### src/rtl/excess3_bcd_packer.sv
// Packs Excess-3 digits into a BCD word with ready/valid on both sides.
// Optional binary conversion of the packed word is enabled by EXCESS3_BIN_EN.
module excess3_bcd_packer #(
  parameter int NDIG = 4
) (
  input  logic              clk,
  input  logic              rst_n,
  input  logic              in_valid,
  output logic              in_ready,
  input  logic [3:0]        in_xs3,
  input  logic              in_last,
  output logic              out_valid,
  input  logic              out_ready,
  output logic [4*NDIG-1:0] out_bcd,
  output logic [3:0]        out_cnt,
`ifdef EXCESS3_BIN_EN
  output logic [4*NDIG-1:0] out_bin,
`endif
  output logic              out_err
);

  localparam int W = 4 * NDIG;

`ifdef EXCESS3_BIN_EN
  typedef enum logic [1:0] {ACC = 2'd0, CONV = 2'd1, OUT = 2'd2} state_t;
`else
  typedef enum logic [1:0] {ACC = 2'd0, OUT = 2'd2} state_t;
`endif

  state_t         state_q, state_d;
  logic [W-1:0]   acc_q, acc_d;
  logic [3:0]     cnt_q, cnt_d;
  logic           err_q, err_d;
  logic           legal;
  logic [3:0]     digit;
`ifdef EXCESS3_BIN_EN
  logic [W-1:0]   bin_q, bin_d;
  logic [2:0]     idx_q, idx_d;
  logic [3:0]     conv_digit;
`endif

  // Illegal codes decode as digit 0 and poison the whole word.
  assign legal = (in_xs3 >= 4'd3) && (in_xs3 <= 4'd12);
  assign digit = legal ? (in_xs3 - 4'd3) : 4'd0;

`ifdef EXCESS3_BIN_EN
  assign conv_digit = 4'(acc_q >> {idx_q, 2'b00});
`endif

  always_comb begin
    state_d = state_q;
    acc_d   = acc_q;
    cnt_d   = cnt_q;
    err_d   = err_q;
`ifdef EXCESS3_BIN_EN
    bin_d   = bin_q;
    idx_d   = idx_q;
`endif
    case (state_q)
      ACC: begin
        if (in_valid) begin
          acc_d = (acc_q << 4) | W'(digit);
          cnt_d = cnt_q + 4'd1;
          err_d = err_q | ~legal;
          if ((cnt_q + 4'd1 == 4'(NDIG)) || in_last) begin
`ifdef EXCESS3_BIN_EN
            // Conversion walks from the most significant used digit down.
            state_d = CONV;
            bin_d   = '0;
            idx_d   = 3'(cnt_q);
`else
            state_d = OUT;
`endif
          end
        end
      end
`ifdef EXCESS3_BIN_EN
      CONV: begin
        bin_d = bin_q * W'(10) + W'(conv_digit);
        if (idx_q == 3'd0) state_d = OUT;
        else               idx_d = idx_q - 3'd1;
      end
`endif
      OUT: begin
        if (out_ready) begin
          state_d = ACC;
          acc_d   = '0;
          cnt_d   = '0;
          err_d   = 1'b0;
`ifdef EXCESS3_BIN_EN
          bin_d   = '0;
`endif
        end
      end
      default: state_d = ACC;
    endcase
  end

  always_ff @(posedge clk or negedge rst_n) begin
    if (!rst_n) begin
      state_q <= ACC;
      acc_q   <= '0;
      cnt_q   <= '0;
      err_q   <= 1'b0;
`ifdef EXCESS3_BIN_EN
      bin_q   <= '0;
      idx_q   <= '0;
`endif
    end else begin
      state_q <= state_d;
      acc_q   <= acc_d;
      cnt_q   <= cnt_d;
      err_q   <= err_d;
`ifdef EXCESS3_BIN_EN
      bin_q   <= bin_d;
      idx_q   <= idx_d;
`endif
    end
  end

  assign in_ready  = (state_q == ACC);
  assign out_valid = (state_q == OUT);
  assign out_bcd   = acc_q;
  assign out_cnt   = cnt_q;
  assign out_err   = err_q;
`ifdef EXCESS3_BIN_EN
  assign out_bin   = bin_q;
`endif

endmodule

### config.mk
export PLATFORM = sky130hd
export DESIGN_NAME = excess3_bcd_packer
export DESIGN_NICKNAME = d
export VERILOG_FILES = /design/src/rtl/excess3_bcd_packer.sv
export SDC_FILE = /design/constraint.sdc
export NUM_CORES = 1
export LEC_CHECK = 0
export CORE_MARGIN = 2
export CORE_UTILIZATION = 44
export DETAILED_ROUTE_END_ITERATION = 12
export GPL_TIMING_DRIVEN = 0
export HOLD_SLACK_MARGIN = 0.05
export PLACE_DENSITY = 0.89
export SLEW_MARGIN = 20
export SYNTH_ARGS = -nofsm -noshare
export SYNTH_HDL_FRONTEND = slang
export SYNTH_SLANG_ARGS = --single-unit
### constraint.sdc
create_clock -name clk -period 1.7 [get_ports clk]
set_clock_uncertainty 0.05 [all_clocks]
set_input_delay 0.17 -clock clk [delete_from_list [all_inputs] [get_ports clk]]
set_output_delay 0.17 -clock clk [all_outputs]
set_load 0.01 [all_outputs]
==> summary.md, run 1 <==
| Metric | Value |
|---|---|
| Worst EP required | roughly 1500 ps |
| Minimum clock period | ~1600 ps |
| Setup crit start kind | register |
| Static Leakage | between 0.0006 and 0.0007 uW |
| CP Capture Type | output port |
| Post-synth ARST share | 100% |
| Sequential-to-total area share from yosys stat | between 50% and 60% |
| Post-route cell area | 1370 um^2 |
| Vias in the first global route | between 700 and 800 |
| R2R cell count | 4 |
| Antenna diodes | 0 |
| GRT Total Usage | approximately 17% |
| Post-synth EDFFs | 0 |
| Yosys warns | 0 |
| Most frequent cells in the layout | clkdlybuf4s50_1, dfrtp_1, a22o_1, nand2_1, o21ai_0 |
| Initial antenna violation count | 0 |
| Status | finished clean |
| Critical path's slowest cell | clkdlybuf4s50_1 |
| Worst path max stage delay | between 500 and 600 ps |
| Most common cell after layout, fill and taps aside | clkdlybuf4s50_1 |
| Worst slew pin tran | ~910 ps |
| Drt pass-1 iters | 4 |
| CTS Buf Count | 3 |
| Antenna Nets Post-Route | 0 |
| Post_cts resized | 0 |
| Post-route clock period utilization | between 90 and 100% |
| H-tree Lvls | 1 |
| Root Buffer | clkbuf_4 |
| Area occupied by multi-input gates | between 300 and 400 um^2 |
| Maximum vdd drop | around 780 uV |
| Die X-Extent | approximately 51 um |
| Crit path kind | reg -> out |
| NumNets Final | between 100 and 150 |
| Vias post-DR | a little under 800 |
| Final Wtd Congestion | 0.742 |
| Post-CTS Setup Bufs | 0 |
| Post-Syn Area per Cell | around 12 um^2 |
| Library cells used by synthesis | 26 |
| First-pass GRT wire length | between 3000 and 4000 um |
| PortBufs | 31 |
| Final count of negative-setup-slack endpoints | 0 |
| TNS Setup | 0 ps |
| Synth Instances | between 80 and 90 |
| Pin count of the biggest net entering global routing | 23 |
| GR Overflow Total | 0 |
| # fillers | roughly 200 |
| Slew Limit Fails | 0 |
| Power Density | ~1500 nW/um^2 |
| # hold bufs at CTS | 0 |
| Die area | 2640 um^2 |
| Hold Path Class | in -> async |
| I/O Pins | 32 |
| Setup repair after global routing missed its margin | no |
| CP cell instances | inv_1 > clkdlybuf4s50_1 |
| Iter 0 DRT Violations | 9 |
| WL final | 2070 um |
| CTS tree | built |
| Core footprint | around 2200 um^2 |
| Fraction of layout cells with a size suffix above 1 | 9.24% |
| Hold slack final | between 300 and 400 ps |
| Yosys reg bits | 22 |
| Site Rows | 17 |
| Reg2reg end | state_q[1]$_DFFE_PN0P_ |
| Area of the mapped netlist | ~990 um^2 |
| Vias per cell | 5.41 |
| Net Count, Synth | slightly below 100 |
| Detailed Place HPWL | 1520 um |
| Final hold viol count | 0 |
| R2R setup slack | 370 ps |
| Clk pin slew, worst setup/hold paths | approximately 110 ps |
| Worst Path Max Fanout | 7 |
| Clock Path Buffers | 2 |
| Area growth syn-to-layout | 38.7% |
| Starting Density | about 45% |
| Slew headroom | ~40% |
| Worst setup margin | a little over 100 ps |
| DRC viols | 0 |
| Clock latency on the worst-skew pair | between 200 and 300 ps |
| Synth Flop Type | dfrtp_1 |
| Register Area | 551 um^2 |
| DIE HEIGHT | 51.3 um |
| DP Area | about 1300 um^2 |
| Average wire per standard cell | between 10 and 15 um |
| Setup slack after placement | around 12 ps |
| Reg-to-Reg Start | out_cnt[0]$_DFFE_PN0P_ |
| Max-Cap Viols | 0 |
| CTS sink cnt | 22 |
| Achievable frequency | approximately 0.63 GHz |
| CP arrival | around 1400 ps |
## through the flow
stage	power, uW	cells	utilization (%)
2_1_floorplan	1290	84	-
3_3_place_gp	1760	143	61.4
3_5_place_dp	1790	143	61.4
4_1_cts	2070	147	63.0
5_1_grt	2190	147	63.0
6_report	2050	147	63.0
## flip-flops by register name, indices dropped and copies added (netlist names)
| name | count |
|---|---|
| out_err | 1 |
| out_cnt | 4 |
| state_q | 1 |
| out_bcd | 16 |
## per-layer routing
layer	up-vias	share of wire, %	track usage (%)
li1	374	-	-
met2	30	47	28.8
met5	-	0	0
met4	0	0.53	6.58
met3	2	6.3	3.22
met1	390	46	22.1
## logic make-up after synthesis
| family | after synthesis | share of synthesized area [%] |
|---|---|---|
| compound gates | 30 | 22.1 |
| flops | 22 | 55.8 |
| simple gates | 15 | 7.74 |
| buf+inv | 8 | 4.44 |
| fa+ha+maj | 4 | 5.08 |
| xor+xnor | 3 | 2.67 |
| mux | 2 | 2.16 |
## critical path, delay by kind of cell (launching register included)
| family | cells | cell delay (ps) |
|---|---|---|
| flops | 1 | 480 |
| buf+inv | 2 | 610 |
## how the worst max path moves through the flow
stage | start | to | slack, ps | cells past startpoint
2_1_floorplan | out_cnt[0]$_DFFE_PN0P_ | state_q[1]$_DFFE_PN0P_ | 410 | 4
3_3_place_gp | in_xs3[0] | out_bcd[3]$_DFFE_PN0P_ | 100 | 5
4_1_cts | state_q[1]$_DFFE_PN0P_ | in_ready | 100 | 2
6_report | state_q[1]$_DFFE_PN0P_ | in_ready | 100 | 2
3_5_place_dp | in_xs3[0] | out_bcd[3]$_DFFE_PN0P_ | 10 | 5
5_1_grt | state_q[1]$_DFFE_PN0P_ | in_ready | 30 | 2
## cells in the mapped netlist, drive strengths merged, types with 2 or more instances
cell	instances	share of area [%]
ha	4	5.1
a21oi	4	2.0
xnor2	2	1.8
dfrtp	22	56
nor2b	3	1.9
a22o	14	12
nand2	6	2.3
buf	4	2.9
o21ai	8	4.1
inv	4	1.5
## where the power goes
part	switching, uW	internal, uW
clock	141	131
combinational	355	537
sequential	192	699
total	688	1370
## area by class of cell
cell class                      count  share of cell area, %
Timing Repair Buffer               31                   22.7
Sequential cell                    22                   40.3
Clock buffer                        4                   2.65
Tap cell                           28                   2.56
Buffer                              4                   2.10
Inverter                            4                   1.10
Multi-Input combinational cell     54                   28.6
Power figures use the tool's default switching activity.
==> run 2: changes to the inputs <==
--- a/config.mk
+++ b/config.mk
@@ -5,8 +5,10 @@
 export SDC_FILE = /design/constraint.sdc
 export NUM_CORES = 1
 export LEC_CHECK = 0
+export CELL_PAD_IN_SITES_DETAIL_PLACEMENT = 1
+export CELL_PAD_IN_SITES_GLOBAL_PLACEMENT = 1
 export CORE_MARGIN = 2
-export CORE_UTILIZATION = 44
+export CORE_UTILIZATION = 34
 export DETAILED_ROUTE_END_ITERATION = 12
 export GPL_TIMING_DRIVEN = 0
 export HOLD_SLACK_MARGIN = 0.05
==> run 2 against run 1 <==
Against the previous run: sequential share of layout area fell by 0.72 points; sequential power barely moved; first-iteration DRC count rose to 2.7 times the previous value; flip-flop and latch count did not move; final cell count rose by 2.7%; fmax fell by 0.56%; core utilization fell by 13 points; global-route usage fell by 1.5 points.
==> summary.md, run 2 (synthesized netlist as in run 1, its figures left out) <==
| Metric | Value |
|---|---|
| CP cell instances | clkdlybuf4s50_1 |
| Worst slew pin tran | 494 ps (-411 ps) |
| PortBufs | 31 (unchanged) |
| Setup slack after placement | -9.84 ps (-22.2 ps) |
| Power Density | 1580 nW/um^2 (+5.4%) |
| Achievable frequency | 0.623 GHz (-0.56%) |
| Static Leakage | 0.000631 uW (+1.8%) |
| Crit path kind | reg -> out |
| Die area | 3350 um^2 (+27%) |
| Most frequent cells in the layout | clkdlybuf4s50_1, dfrtp_1, a22o_1, nand2_1, o21ai_0 |
| Minimum clock period | 1600 ps (+8.95 ps) |
| Final count of negative-setup-slack endpoints | 0 (unchanged) |
| Hold slack final | 291 ps (-31.3 ps) |
| Slew Limit Fails | 0 (unchanged) |
| Post_cts resized | 0 (unchanged) |
| # fillers | 317 (+59%) |
| Final Wtd Congestion | 0.698 (-6.0%) |
| Buf/Inv on CP | 1 (-1) |
| Fraction of layout cells with a size suffix above 1 | 10.0% (+0.76 points) |
| Max-Cap Viols | 0 (unchanged) |
| Worst path max stage delay | 590 ps (+60 ps) |
| NumNets Final | 134 (+0.75%) |
| Post-route clock period utilization | 94.4% (+0.53 points) |
| Antenna Nets Post-Route | 0 (unchanged) |
| Initial antenna violation count | 0 (unchanged) |
| Area growth syn-to-layout | 41.2% |
| Drt pass-1 iters | 4 (unchanged) |
| Max reg flops | 16 (unchanged) |
| Post-route cell area | 1390 um^2 (+1.8%) |
| Final hold viol count | 0 (unchanged) |
| GRT Total Usage | 15.7% (-1.5 points) |
| DP Area | 1340 um^2 (+0.28%) |
| Setup repair after global routing missed its margin | no |
| Detailed Place HPWL | 1740 um (+14%) |
| Starting Density | 35.8% (-9.7 points) |
| Root Buffer | clkbuf_4 |
| Worst Path Max Fanout | 7 (unchanged) |
| Maximum vdd drop | 854 uV (+9.5%) |
| Antenna diodes | 0 (unchanged) |
| Vias per cell | 5.40 (-0.33%) |
| GR Overflow Total | 0 (unchanged) |
| H-tree Lvls | 1 (unchanged) |
| DRC viols | 0 (unchanged) |
| Vias post-DR | 815 (+2.4%) |
| Post-CTS Setup Bufs | 0 (unchanged) |
| Vias in the first global route | 803 (+8.7%) |
| CTS tree | built |
| Site Rows | 19 (+2) |
| Average wire per standard cell | 16.1 um (+14%) |
| Setup crit start kind | register |
| Worst EP required | 1480 ps (about the same) |
| Clock Path Buffers | 2 (unchanged) |
| Core footprint | 2760 um^2 (+27%) |
| Critical path's top delay family | buffers and inverters |
| # hold bufs at CTS | 0 (unchanged) |
| First-pass GRT wire length | 3950 um (+17%) |
| Clock latency on the worst-skew pair | 310 ps (+20 ps) |
| Pin count of the biggest net entering global routing | 23 (unchanged) |
| Hold Path Class | in -> async |
| CTS sink cnt | 22 (unchanged) |
| Clk pin slew, worst setup/hold paths | 130 ps (+20 ps) |
| CP Capture Type | output port |
| Iter 0 DRT Violations | 24 (+15) |
| Worst setup margin | 95.0 ps (-8.95 ps) |
| CP arrival | 1380 ps (about the same) |
| Slew headroom | 67.0% (+28 points) |
| Most common cell after layout, fill and taps aside | clkdlybuf4s50_1 |
| Critical path's slowest cell | clkdlybuf4s50_1 |
| I/O Pins | 32 (unchanged) |
| WL final | 2430 um (+17%) |
| Status | finished clean |
| CTS Buf Count | 3 (unchanged) |
| DIE HEIGHT | 57.9 um (+13%) |
| Die X-Extent | 57.9 um (+13%) |
[run 2: cell count changes in the layout (fill, tap and decap cells not counted), sizes merged]
cell | previous run | this run
clkbuf | 4 | 3
dlygate4sd3 | 0 | 1
bufinv | 0 | 1
buf | 4 | 5
clkdlybuf4s50 | 31 | 30
[run 2: final timing paths]
check / endpoint / slack (ps) / cells after the start / startpoint
worst max-delay path: out_cnt[0] / 100 / 1 / out_cnt[0]$_DFFE_PN0P_
worst min-delay path: out_bcd[0]$_DFFE_PN0P_ / 290 / 2 / rst_n
worst max register to register: state_q[1]$_DFFE_PN0P_ / 330 / 4 / out_cnt[0]$_DFFE_PN0P_
worst min register to register: out_bcd[15]$_DFFE_PN0P_ / 470 / 1 / out_bcd[15]$_DFFE_PN0P_
max in group asynchronous: out_bcd[3]$_DFFE_PN0P_ / 980 / 2 / rst_n
min in group clk: out_bcd[0]$_DFFE_PN0P_ / 450 / 2 / in_xs3[0]
[run 2: power breakdown]
| part | total, uW | switching, uW | internal (uW) |
|---|---|---|---|
| registers | 890 | 191 | 699 |
| clock network | 402 | 163 | 239 |
| logic | 913 | 375 | 538 |
[run 2: routing by layer]
metal | track usage, % | part of all wire (%)
met5 | 0 | 0
met4 | 5.98 | 0.95
met3 | 2.68 | 6.0
met2 | 27.1 | 49
met1 | 19.7 | 44
[run 2: through the flow]
stage / util [%] / total power, uW / TNS (ps) / cells
2_1_floorplan: - / 1290 / 0 / 84
3_3_place_gp: 48.4 / 1770 / 0 / 146
3_5_place_dp: 48.4 / 1820 / -9.84 / 146
4_1_cts: 50.3 / 2230 / 0 / 150
5_1_grt: 50.5 / 2340 / 0 / 151
6_report: 50.5 / 2200 / 0 / 151
[run 2: worst reg2reg max path, delay by kind of cell, from the launching register on]
kind	cells	cell delay, ps
AND/OR/NAND/NOR	1	290
adder cells (fa/ha/maj)	1	220
flip-flops	1	480
AO/OA/AOI/OAI	2	230
[run 2: layout make-up]
type / instances / area (um^2) / area share, %
clock inverter: 1 / 30.0 / 2.16
multi-input combinational: 54 / 392 / 28.1
buffer: 4 / 28.8 / 2.07
sequential: 22 / 551 / 39.5
tap: 31 / 38.8 / 2.79
clock buffer: 3 / 22.5 / 1.62
timing repair buffer: 32 / 315 / 22.6
inverter: 4 / 15.0 / 1.08
==> run 3: changes to the inputs <==
--- a/config.mk
+++ b/config.mk
@@ -17,3 +17,4 @@
 export SYNTH_ARGS = -nofsm -noshare
 export SYNTH_HDL_FRONTEND = slang
 export SYNTH_SLANG_ARGS = --single-unit
+export TNS_END_PERCENT = 10
==> results of run 3 <==
No change in the layout: final DEF, timing and power equal those of run 2.
